File: config.mk
export PLATFORM = sky130hd
export DESIGN_NAME = pwm_duty_decoder_flat
export DESIGN_NICKNAME = d
export VERILOG_FILES = /design/src/rtl/pwm_pkg.sv /design/src/rtl/pwm_duty_decoder_if.sv /design/src/rtl/pwm_sync_edge.sv /design/src/rtl/pwm_duty_decoder.sv /design/src/flat_wrapper.sv
export SDC_FILE = /design/constraint.sdc
export NUM_CORES = 1
export LEC_CHECK = 0
export ABC_AREA = 1
export CELL_PAD_IN_SITES_DETAIL_PLACEMENT = 1
export CELL_PAD_IN_SITES_GLOBAL_PLACEMENT = 1
export CORE_MARGIN = 5
export CORE_UTILIZATION = 37
export CTS_CLUSTER_SIZE = 24
export DETAILED_ROUTE_END_ITERATION = 10
export GPL_TIMING_DRIVEN = 0
export PLACE_DENSITY_LB_ADDON = 0.1
export SLEW_MARGIN = 25
export SYNTH_ARGS = -nofsm -noshare
export SYNTH_HDL_FRONTEND = slang
export SYNTH_SLANG_ARGS = --single-unit
File: constraint.sdc
create_clock -name clk -period 2.1 [get_ports clk]
set_input_delay 0.42 -clock clk [delete_from_list [all_inputs] [get_ports clk]]
set_output_delay 0.42 -clock clk [all_outputs]
set_load 0.03 [all_outputs]
File: src/rtl/pwm_pkg.sv
// Shared types and constants for the PWM measurement blocks.
package pwm_pkg;

  typedef enum logic {
    ARMED   = 1'b0,
    MEASURE = 1'b1
  } pwm_state_e;

  function automatic int full_scale(input int r);
    return 1 << r;
  endfunction

  function automatic int period_lo(input int r, input int tol);
    return (full_scale(r) > tol) ? full_scale(r) - tol : 0;
  endfunction

  function automatic int period_hi(input int r, input int tol);
    return full_scale(r) + tol;
  endfunction

  localparam int PWM_R_DEFAULT   = 8;
  localparam int PWM_TOL_DEFAULT = 2;
  localparam int PWM_PERIOD_LO   = period_lo(PWM_R_DEFAULT, PWM_TOL_DEFAULT);
  localparam int PWM_PERIOD_HI   = period_hi(PWM_R_DEFAULT, PWM_TOL_DEFAULT);

endpackage

File: src/rtl/pwm_duty_decoder_if.sv
// Pin-side and result-side signals of the duty decoder.
interface pwm_duty_decoder_if #(
  parameter int R  = 8,
  parameter int DW = 13
);

  logic [DW-1:0] dvsr;
  logic          pwm_in;
  logic [R:0]    duty;
  logic          duty_valid;
  logic          period_err;
  logic          stuck;

  modport master (
    output dvsr, pwm_in,
    input  duty, duty_valid, period_err, stuck
  );

  modport slave (
    input  dvsr, pwm_in,
    output duty, duty_valid, period_err, stuck
  );

endinterface

File: src/rtl/pwm_sync_edge.sv
// Two-flop synchronizer for an asynchronous pin plus rising-edge detect.
module pwm_sync_edge (
  input  logic clk,
  input  logic reset,
  input  logic d,
  output logic sync,
  output logic rise
);

  logic meta;
  logic sync_d;

  always_ff @(posedge clk) begin
    if (reset) begin
      meta   <= 1'b0;
      sync   <= 1'b0;
      sync_d <= 1'b0;
    end else begin
      meta   <= d;
      sync   <= meta;
      sync_d <= sync;
    end
  end

  assign rise = sync & ~sync_d;

endmodule

File: src/rtl/pwm_duty_decoder.sv
// Measures duty of an incoming PWM waveform in the generator's R+1-bit format.
//   state   | meaning
//   ARMED   | waiting for a first rising edge; no previous edge to measure from
//   MEASURE | each rising edge closes a period and reports its duty
module pwm_duty_decoder
  import pwm_pkg::*;
#(
  parameter int R          = 8,
  parameter int DW         = 13,
  parameter int PERIOD_TOL = 2
) (
  input  logic clk,
  input  logic reset,
  pwm_duty_decoder_if.slave bus
);

  localparam int CW = R + 2;
  localparam logic [CW-1:0] FS    = CW'(full_scale(R));
  localparam logic [CW-1:0] P_MAX = CW'(full_scale(R + 1));
  localparam logic [CW-1:0] P_LO  = CW'(period_lo(R, PERIOD_TOL));
  localparam logic [CW-1:0] P_HI  = CW'(period_hi(R, PERIOD_TOL));

  logic          sync;
  logic          rise;
  logic [DW-1:0] tick_cnt;
  logic          tick;
  logic          timeout;

  pwm_state_e    state_q, state_d;
  logic [CW-1:0] period_cnt, period_d;
  logic [CW-1:0] high_cnt, high_d;
  logic [R:0]    duty_q, duty_d;
  logic          dv_q, dv_d;
  logic          pe_q, pe_d;
  logic          stuck_q, stuck_d;

  pwm_sync_edge u_sync (
    .clk   (clk),
    .reset (reset),
    .d     (bus.pwm_in),
    .sync  (sync),
    .rise  (rise)
  );

  // >= keeps the prescaler bounded if dvsr is lowered mid-count
  assign tick = (tick_cnt >= bus.dvsr);

  always_ff @(posedge clk) begin
    if (reset) tick_cnt <= '0;
    else       tick_cnt <= tick ? '0 : tick_cnt + DW'(1);
  end

  assign timeout = tick && (period_cnt >= P_MAX - CW'(1));

  always_comb begin
    state_d  = state_q;
    period_d = period_cnt;
    high_d   = high_cnt;
    duty_d   = duty_q;
    dv_d     = 1'b0;
    pe_d     = 1'b0;
    stuck_d  = stuck_q;

    if (tick) begin
      if (period_cnt != P_MAX)        period_d = period_cnt + CW'(1);
      if (sync && high_cnt != P_MAX)  high_d   = high_cnt + CW'(1);
    end

    // a rising edge wins over a coincident timeout
    if (rise) begin
      period_d = tick ? CW'(1) : '0;
      high_d   = tick ? CW'(1) : '0;
      if (state_q == ARMED) begin
        state_d = MEASURE;
      end else begin
        if (period_cnt < P_LO || period_cnt > P_HI) begin
          pe_d = 1'b1;
        end else begin
          duty_d = (high_cnt > FS) ? FS[R:0] : high_cnt[R:0];
          dv_d   = 1'b1;
        end
        stuck_d = 1'b0;
      end
    end else if (timeout) begin
      duty_d   = sync ? FS[R:0] : '0;
      dv_d     = 1'b1;
      stuck_d  = 1'b1;
      period_d = '0;
      high_d   = '0;
      state_d  = ARMED;
    end
  end

  always_ff @(posedge clk) begin
    if (reset) begin
      state_q    <= ARMED;
      period_cnt <= '0;
      high_cnt   <= '0;
      duty_q     <= '0;
      dv_q       <= 1'b0;
      pe_q       <= 1'b0;
      stuck_q    <= 1'b0;
    end else begin
      state_q    <= state_d;
      period_cnt <= period_d;
      high_cnt   <= high_d;
      duty_q     <= duty_d;
      dv_q       <= dv_d;
      pe_q       <= pe_d;
      stuck_q    <= stuck_d;
    end
  end

  assign bus.duty       = duty_q;
  assign bus.duty_valid = dv_q;
  assign bus.period_err = pe_q;
  assign bus.stuck      = stuck_q;

endmodule

File: src/flat_wrapper.sv
// flat-port wrapper written by rule: the top's interface ports become plain ports
module pwm_duty_decoder_flat import pwm_pkg::*;
#(
  parameter int R          = 8,
  parameter int DW         = 13,
  parameter int PERIOD_TOL = 2
)
  (clk, reset, bus_dvsr, bus_pwm_in, bus_duty, bus_duty_valid, bus_period_err, bus_stuck);
  pwm_duty_decoder_if #(.R(R), .DW(DW)) bus_i ();
  input  logic clk;
  input  logic reset;
  input wire logic [$bits(bus_i.dvsr)-1:0] bus_dvsr;
  input wire logic [$bits(bus_i.pwm_in)-1:0] bus_pwm_in;
  output wire logic [$bits(bus_i.duty)-1:0] bus_duty;
  output wire logic [$bits(bus_i.duty_valid)-1:0] bus_duty_valid;
  output wire logic [$bits(bus_i.period_err)-1:0] bus_period_err;
  output wire logic [$bits(bus_i.stuck)-1:0] bus_stuck;
  assign bus_i.dvsr = bus_dvsr;
  assign bus_i.pwm_in = bus_pwm_in;
  assign bus_duty = bus_i.duty;
  assign bus_duty_valid = bus_i.duty_valid;
  assign bus_period_err = bus_i.period_err;
  assign bus_stuck = bus_i.stuck;
  pwm_duty_decoder #(.R(R), .DW(DW), .PERIOD_TOL(PERIOD_TOL)) u_core (.clk(clk), .reset(reset), .bus(bus_i));
endmodule
==> results of run 1 <==
==> layout make-up <==
cell class	count	area, um^2
buffer	12	78.8
clock buffer	5	68.8
clock inverter	3	68.8
fill	965	4000
inverter	57	226
multi-input combinational	290	1780
sequential	49	986
tap	102	128
timing repair buffer	32	313
==> power groups by stage <==
stage | sequential [uW] | combinational, uW | clock (uW)
2_1_floorplan | 980 | 110 | 0
3_3_place_gp | 984 | 166 | 0
3_5_place_dp | 985 | 171 | 0
4_1_cts | 964 | 186 | 854
5_1_grt | 969 | 220 | 899
6_report | 965 | 193 | 820
==> sequential cells by signal, indices dropped and copies added, names as in the netlist <==
name                   count
u_core.u_sync.meta         1
u_core.bus.stuck           1
u_core.bus.period_err      1
u_core.u_sync.sync_d       1
u_core.tick_cnt           13
u_core.state_q             1
u_core.bus.duty            9
u_core.period_cnt         10
u_core.bus.duty_valid      1
u_core.u_sync.sync         1
u_core.high_cnt           10
==> how the worst min path moves through the flow <==
stage	slack, ns	depth (start not counted)	endpoint	startpoint
after detailed placement	0.40	2	u_core.u_sync.sync	u_core.u_sync.meta
after global placement	0.40	2	u_core.u_sync.sync	u_core.u_sync.meta
after floorplan	0.39	2	u_core.u_sync.sync	u_core.u_sync.meta
final	0.41	2	u_core.u_sync.sync	u_core.u_sync.meta
after CTS	0.42	2	u_core.u_sync.sync	u_core.u_sync.meta
after global routing	0.43	2	u_core.u_sync.sync	reset
==> cells by family after synthesis <==
logic type                 synth area share
and+or+nand+nor                       0.359
buffers and inverters                0.0967
DFF                                   0.342
AOI/OAI and AO/OA                    0.0771
adders and majority gates            0.0828
xor gates and xnor gates             0.0427
==> per-layer routing <==
metal / share of wire / up-vias
li1: - / 1389
met1: 0.46 / 1315
met2: 0.50 / 30
met3: 0.031 / 8
met4: 0.010 / 0
met5: 0 / -
==> cells in the final DEF (no fill, tap or decap), drive strengths merged <==
| cell type | instances |
|---|---|
| a31oi | 2 |
| inv | 56 |
| nor3b | 5 |
| nand3b | 6 |
| a21oi | 18 |
| nor3 | 11 |
| clkinv | 2 |
| nand4 | 5 |
| nand2 | 80 |
| o2111ai | 1 |
| dlymetal6s2s | 5 |
| or2 | 3 |
| o211ai | 1 |
| nand3 | 51 |
| o21ai | 15 |
| ha | 19 |
| o31ai | 2 |
| nor2 | 54 |
| o21bai | 1 |
| xor2 | 13 |
| clkdlybuf4s50 | 14 |
| and3 | 2 |
| clkbuf | 11 |
| buf | 12 |
| bufinv | 2 |
| xnor2 | 1 |
| dfxtp | 49 |
| dlygate4sd2 | 7 |
==> stage by stage <==
stage | setup TNS (ns) | hold WS [ns] | utilization | setup WS (ns)
2_1_floorplan | 0 | 0.388 | - | 0.191
3_3_place_gp | -20.38 | 0.396 | 0.426 | -0.594
3_5_place_dp | -22.72 | 0.401 | 0.426 | -0.664
4_1_cts | 0 | 0.416 | 0.466 | 0.00108
5_1_grt | 0 | 0.430 | 0.477 | 0.00240
6_report | 0 | 0.410 | 0.477 | 0.130
==> critical path, cell delays in order, from the launching register on <==
cell	delay, ns
dfxtp_2	0.36
ha_1	0.29
nand2_1	0.06
nor2_2	0.15
nand2_1	0.12
nor2_4	0.12
nor2_4	0.05
nand3_4	0.13
nand2_4	0.11
nand3_4	0.10
nand2_4	0.09
buf_4	0.14
nor2_1	0.10
nor2_1	0.05
==> timing repair <==
action,4_1_cts,5_1_grt
gates cloned,2,0
endpoints found under the setup margin,40,41
pin swaps,29,15
resized for setup,38,29
setup buffers,3,1
hold buffers,0,0
==> results.txt, run 1 <==
NetSw - 472 uW
Max Transition Viols Final - 0
Fmax - 508 MHz
Clk root buf - clkbuf_8
Worst-Skew Late Latency - 0.31 ns
Total routed wirelength - 7.50 mm
Layout Cells excl Fill - 550
Static Leak - 0.00155 uW
R2R depth - 13
Startpoint Class - register
Primary FF master, synth - dfxtp_1
Number of antenna violations at the first check in global routing - 0
Ys async rst share - 0
Final Hold Vio Count - 0
PD cells - 542 nW/um^2
Area growth from synthesis to layout - 27.0%
Core area - 7650 um^2
Layout Nets - 482
Post-DP HPWL - 5.52 mm
Unrepaired setup endpoints after global routing - false
# rows - 32
Setup violators final - 0
Io pins - 28
Largest net degree at the start of global routing - 17
M3 GR Usage - 0.0350
CP endpoint - u_core.high_cnt[0]
Sequential share of the synthesized area - 0.342
Worst Max-Slew Pin Slew - 0.603 ns
Most Used Layer, Global Route - met2
Synth area leaders - dfxtp_1, nand2_1, ha_1, nand3_1, inv_1
WL per Instance - 13.6 um
Clk_skew - 0.0108 ns
Min Clock Period, post-route - 1.97 ns
Buffers on Ports - 26
Syn Std Cell Area - 2870 um^2
First-pass GRT wire length - 13.0 mm
Synth area leader - dfxtp_1
Number of synthesized flops with an enable pin - 0
CP Capture Type - register
Combinational Power Share - 0.097
Clock Power Share - 0.415
Initial drt markers - 55
Crit path from - u_core.tick_cnt[9]
Reg-to-reg setup timing slack - 0.13 ns
Yosys warnings - 0
Post-route DRC - 0
Int Pwr - 1510 uW
Vias per cell - 4.99
Unique masters post-synth - 34
HP Class - reg2reg
Clock-pin slew on the worst setup and hold paths - 0.10 ns
Grt met2 use - 0.281
Synthesized instance count - 408
Avg Inst Size Synth - 7.04 um^2
Worst vdd ir - 0.000308 V
#FFs+latches synth - 49
Sw Share - 0.239
ANT nets after route - 0
Cell with the most instances after synthesis - nand2_1
Layout cell share with drive strength beyond 1 - 0.174
Gr usage total - 0.162
Placed instance area - 3260 um^2
H-tree depth - 2
Crit path kind - reg2reg
Flop pwr share - 0.488
Slew headroom - 0.595
Crit share post-route - 0.938
CP required - 2.32 ns
Status - completed
Num Clock Sinks - 49
TritonRoute pass-1 iters - 4
Post-synth top cells - nand2_1, inv_1, dfxtp_1, nor2_1, nand3_1
Die height - 98.1 um
Reg-to-Reg End - u_core.high_cnt[0]
Die area - 9620 um^2
Final GP Congestion - 0.803
Finished Cell Area - 3650 um^2
Crit path max fanout - 6
Top cell type's share of synthesized area - 0.342
Placed Cells - 536
Reg2Reg Launch Point - u_core.tick_cnt[9]
Ant diodes - 0
CTS tree - done
Clock buffer depth - 2
Post-Syn Nets - 443
Pwr Total - 1980 uW
Vias in the first global route - 2767
WP data arrival - 2.19 ns
DR vias - 2742
Die width - 98.1 um
Cts bufs inserted - 5
Met1 Usage GRT - 0.205
Max-Cap Viols - 0
Initial Util - 0.375
Grt ovf - 0
Power figures use the tool's default switching activity.
==> inputs of run 2 (changes only) <==
--- a/config.mk
+++ b/config.mk
@@ -14,6 +14,7 @@
 export DETAILED_ROUTE_END_ITERATION = 10
 export GPL_TIMING_DRIVEN = 0
 export PLACE_DENSITY_LB_ADDON = 0.1
+export SKIP_LAST_GASP = 1
 export SLEW_MARGIN = 25
 export SYNTH_ARGS = -nofsm -noshare
 export SYNTH_HDL_FRONTEND = slang
==> results of run 2 <==
Same layout as run 1: the final DEF is identical, and so are final timing and power.
==> inputs of run 3 (changes only) <==
==> constraint.sdc (replaced) <==
create_clock -name clk -period 2.3 [get_ports clk]
set_input_delay 0.46 -clock clk [delete_from_list [all_inputs] [get_ports clk]]
set_output_delay 0.46 -clock clk [all_outputs]
set_load 0.03 [all_outputs]
==> run 3 against run 2 <==
Against the previous run:
- design area increased by 2.1%
- worst setup slack worse by 0.042 ns
- first-iteration DRC count decreased by 16%
- total power decreased by 8.1%
- combinational power shrank 4%
- final cell count up 0.18%
- sequential power fell by 8.8%
- hold slack lost 0.0014 ns
- register-to-register slack better by 0.14 ns
- critical endpoint is now u_core.period_cnt[1]
==> results.txt, run 3 (same netlist as run 1, synthesis figures left out) <==
Die height - 98.1 um
Reg-to-Reg End - u_core.period_cnt[1]
Post-DP HPWL - 5.52 mm
Num Clock Sinks - 49
Clk root buf - clkbuf_8
R2R depth - 12
Ant diodes - 0
WL per Instance - 13.7 um
Max Transition Viols Final - 0
CTS Hold Bufs - 0
Post-Place Setup Slack - -0.504 ns
Layout Nets - 483
Worst vdd ir - 0.000282 V
Initial drt markers - 46
Worst Hold Launch - u_core.u_sync.meta
Top flop regs - u_core.tick_cnt: 13 flops, u_core.high_cnt: 10 flops, u_core.period_cnt: 10 flops
Slew headroom - 0.605
First-pass GRT wire length - 12.4 mm
DR vias - 2716
PD cells - 488 nW/um^2
H-tree depth - 2
Unrepaired setup endpoints after global routing - true
Top reg by flops - u_core.tick_cnt
Worst Hold End - u_core.u_sync.sync
Worst Hold Depth - 2
Clock-pin slew on the worst setup and hold paths - 0.09 ns
Die width - 98.1 um
WP data arrival - 2.42 ns
Crit path max fanout - 7
Sw Share - 0.239
Startpoint Class - input pin
Setup violators final - 0
Buffers on Ports - 26
Flop pwr share - 0.484
Int Pwr - 1380 uW
Reg2Reg Launch Point - u_core.tick_cnt[9]
# rows - 32
Finished Cell Area - 3720 um^2
Commonest non-fill, non-tap cells in the layout - nand2_1, inv_1, dfxtp_1, nand3_1, nor2_1
Most common cell after layout, fill and taps aside - nand2_1
Fmax - 452 MHz
Die area - 9620 um^2
Min Clock Period, post-route - 2.21 ns
Setup ws final - 0.0887 ns
Io pins - 28
Static Leak - 0.00150 uW
Worst Max-Slew Pin Slew - 0.589 ns
NetSw - 434 uW
Clock Power Share - 0.413
Max-Cap Viols - 0
Max FFs per register - 13
CP Capture Type - register
Clock buffer depth - 2
Cts bufs inserted - 5
Reg-to-reg setup timing slack - 0.27 ns
Grt ovf - 0
HP Class - reg2reg
CP required - 2.50 ns
Layout cell share with drive strength beyond 1 - 0.163
Vias per cell - 4.93
Final Hold Vio Count - 0
Status - completed
Clk_skew - 0.0105 ns
TritonRoute pass-1 iters - 4
Final GP Congestion - 0.803
Initial Util - 0.375
Worst-Skew Late Latency - 0.31 ns
Area growth from synthesis to layout - 29.7%
Crit path kind - in2reg
Crit share post-route - 0.961
Post-route DRC - 0
Gr usage total - 0.154
Largest net degree at the start of global routing - 17
ANT nets after route - 0
Number of antenna violations at the first check in global routing - 0
CTS tree - done
Core area - 7650 um^2
Total routed wirelength - 7.56 mm
Combinational Power Share - 0.102
Vias in the first global route - 2681
Placed instance area - 3260 um^2
## run 3: critical path: stages
cell and delay [ns]:
clkdlybuf4s50_1 0.45, inv_1 0.06, ha_4 0.24, nand2_1 0.10
nor2_4 0.06, nand2_2 0.09, nor2_4 0.04, nor2_4 0.13
nand3_4 0.15, nor2_4 0.15, clkinv_4 0.12, buf_8 0.15
o21ai_0 0.15, a21oi_1 0.06
## run 3: how the worst max path moves through the flow
stage / end / cells past startpoint / slack, ns / start
2_1_floorplan: u_core.period_cnt[8] / 11 / 0.35 / bus_dvsr[12]
3_5_place_dp: u_core.period_cnt[2] / 12 / -0.50 / bus_dvsr[12]
4_1_cts: u_core.period_cnt[2] / 12 / -0.004 / bus_dvsr[12]
6_report: u_core.period_cnt[1] / 14 / 0.09 / bus_dvsr[10]
5_1_grt: u_core.period_cnt[8] / 14 / -0.04 / bus_dvsr[10]
3_3_place_gp: u_core.period_cnt[2] / 12 / -0.43 / bus_dvsr[12]
## run 3: cell type report
| cell class | count | area [um^2] |
|---|---|---|
| inverters | 57 | 229 |
| clock inverters | 3 | 68.8 |
| clock buffers | 5 | 68.8 |
| flip-flops and latches | 49 | 981 |
| multi-input cells | 290 | 1830 |
| plain buffers | 12 | 86.3 |
| well taps | 102 | 128 |
| repair buffers | 33 | 330 |
| fillers | 960 | 3920 |
## run 3: through the flow
stage / power [uW] / cells / setup TNS [ns] / hold slack (ns) / util
2_1_floorplan: 995 / 408 / 0 / 0.388 / -
3_3_place_gp: 1050 / 536 / -13.55 / 0.396 / 0.426
3_5_place_dp: 1060 / 536 / -15.75 / 0.401 / 0.426
4_1_cts: 1820 / 545 / -0.00359 / 0.416 / 0.447
5_1_grt: 1920 / 551 / -0.397 / 0.444 / 0.487
6_report: 1820 / 551 / 0 / 0.409 / 0.487
## run 3: what timing repair did
| action | CTS | global route |
|---|---|---|
| setup buffers | 1 | 4 |
| resized for setup | 4 | 48 |
| endpoints found under the setup margin | 36 | 30 |
| pin swaps | 1 | 16 |
| gates cloned | 0 | 2 |
## run 3: metal layers
layer / GRT usage / share of wire / vias up
met5: 0 / 0 / -
met1: 0.194 / 0.47 / 1287
li1: - / - / 1394
met3: 0.0364 / 0.028 / 8
met2: 0.268 / 0.49 / 27
met4: 0.0341 / 0.010 / 0
## run 3: power groups by stage
stage	logic (uW)	registers, uW	clock network [uW]
after floorplan	100	895	0
after global placement	151	899	0
after detailed placement	156	899	0
after CTS	158	880	780
after global routing	213	884	820
final	186	880	752
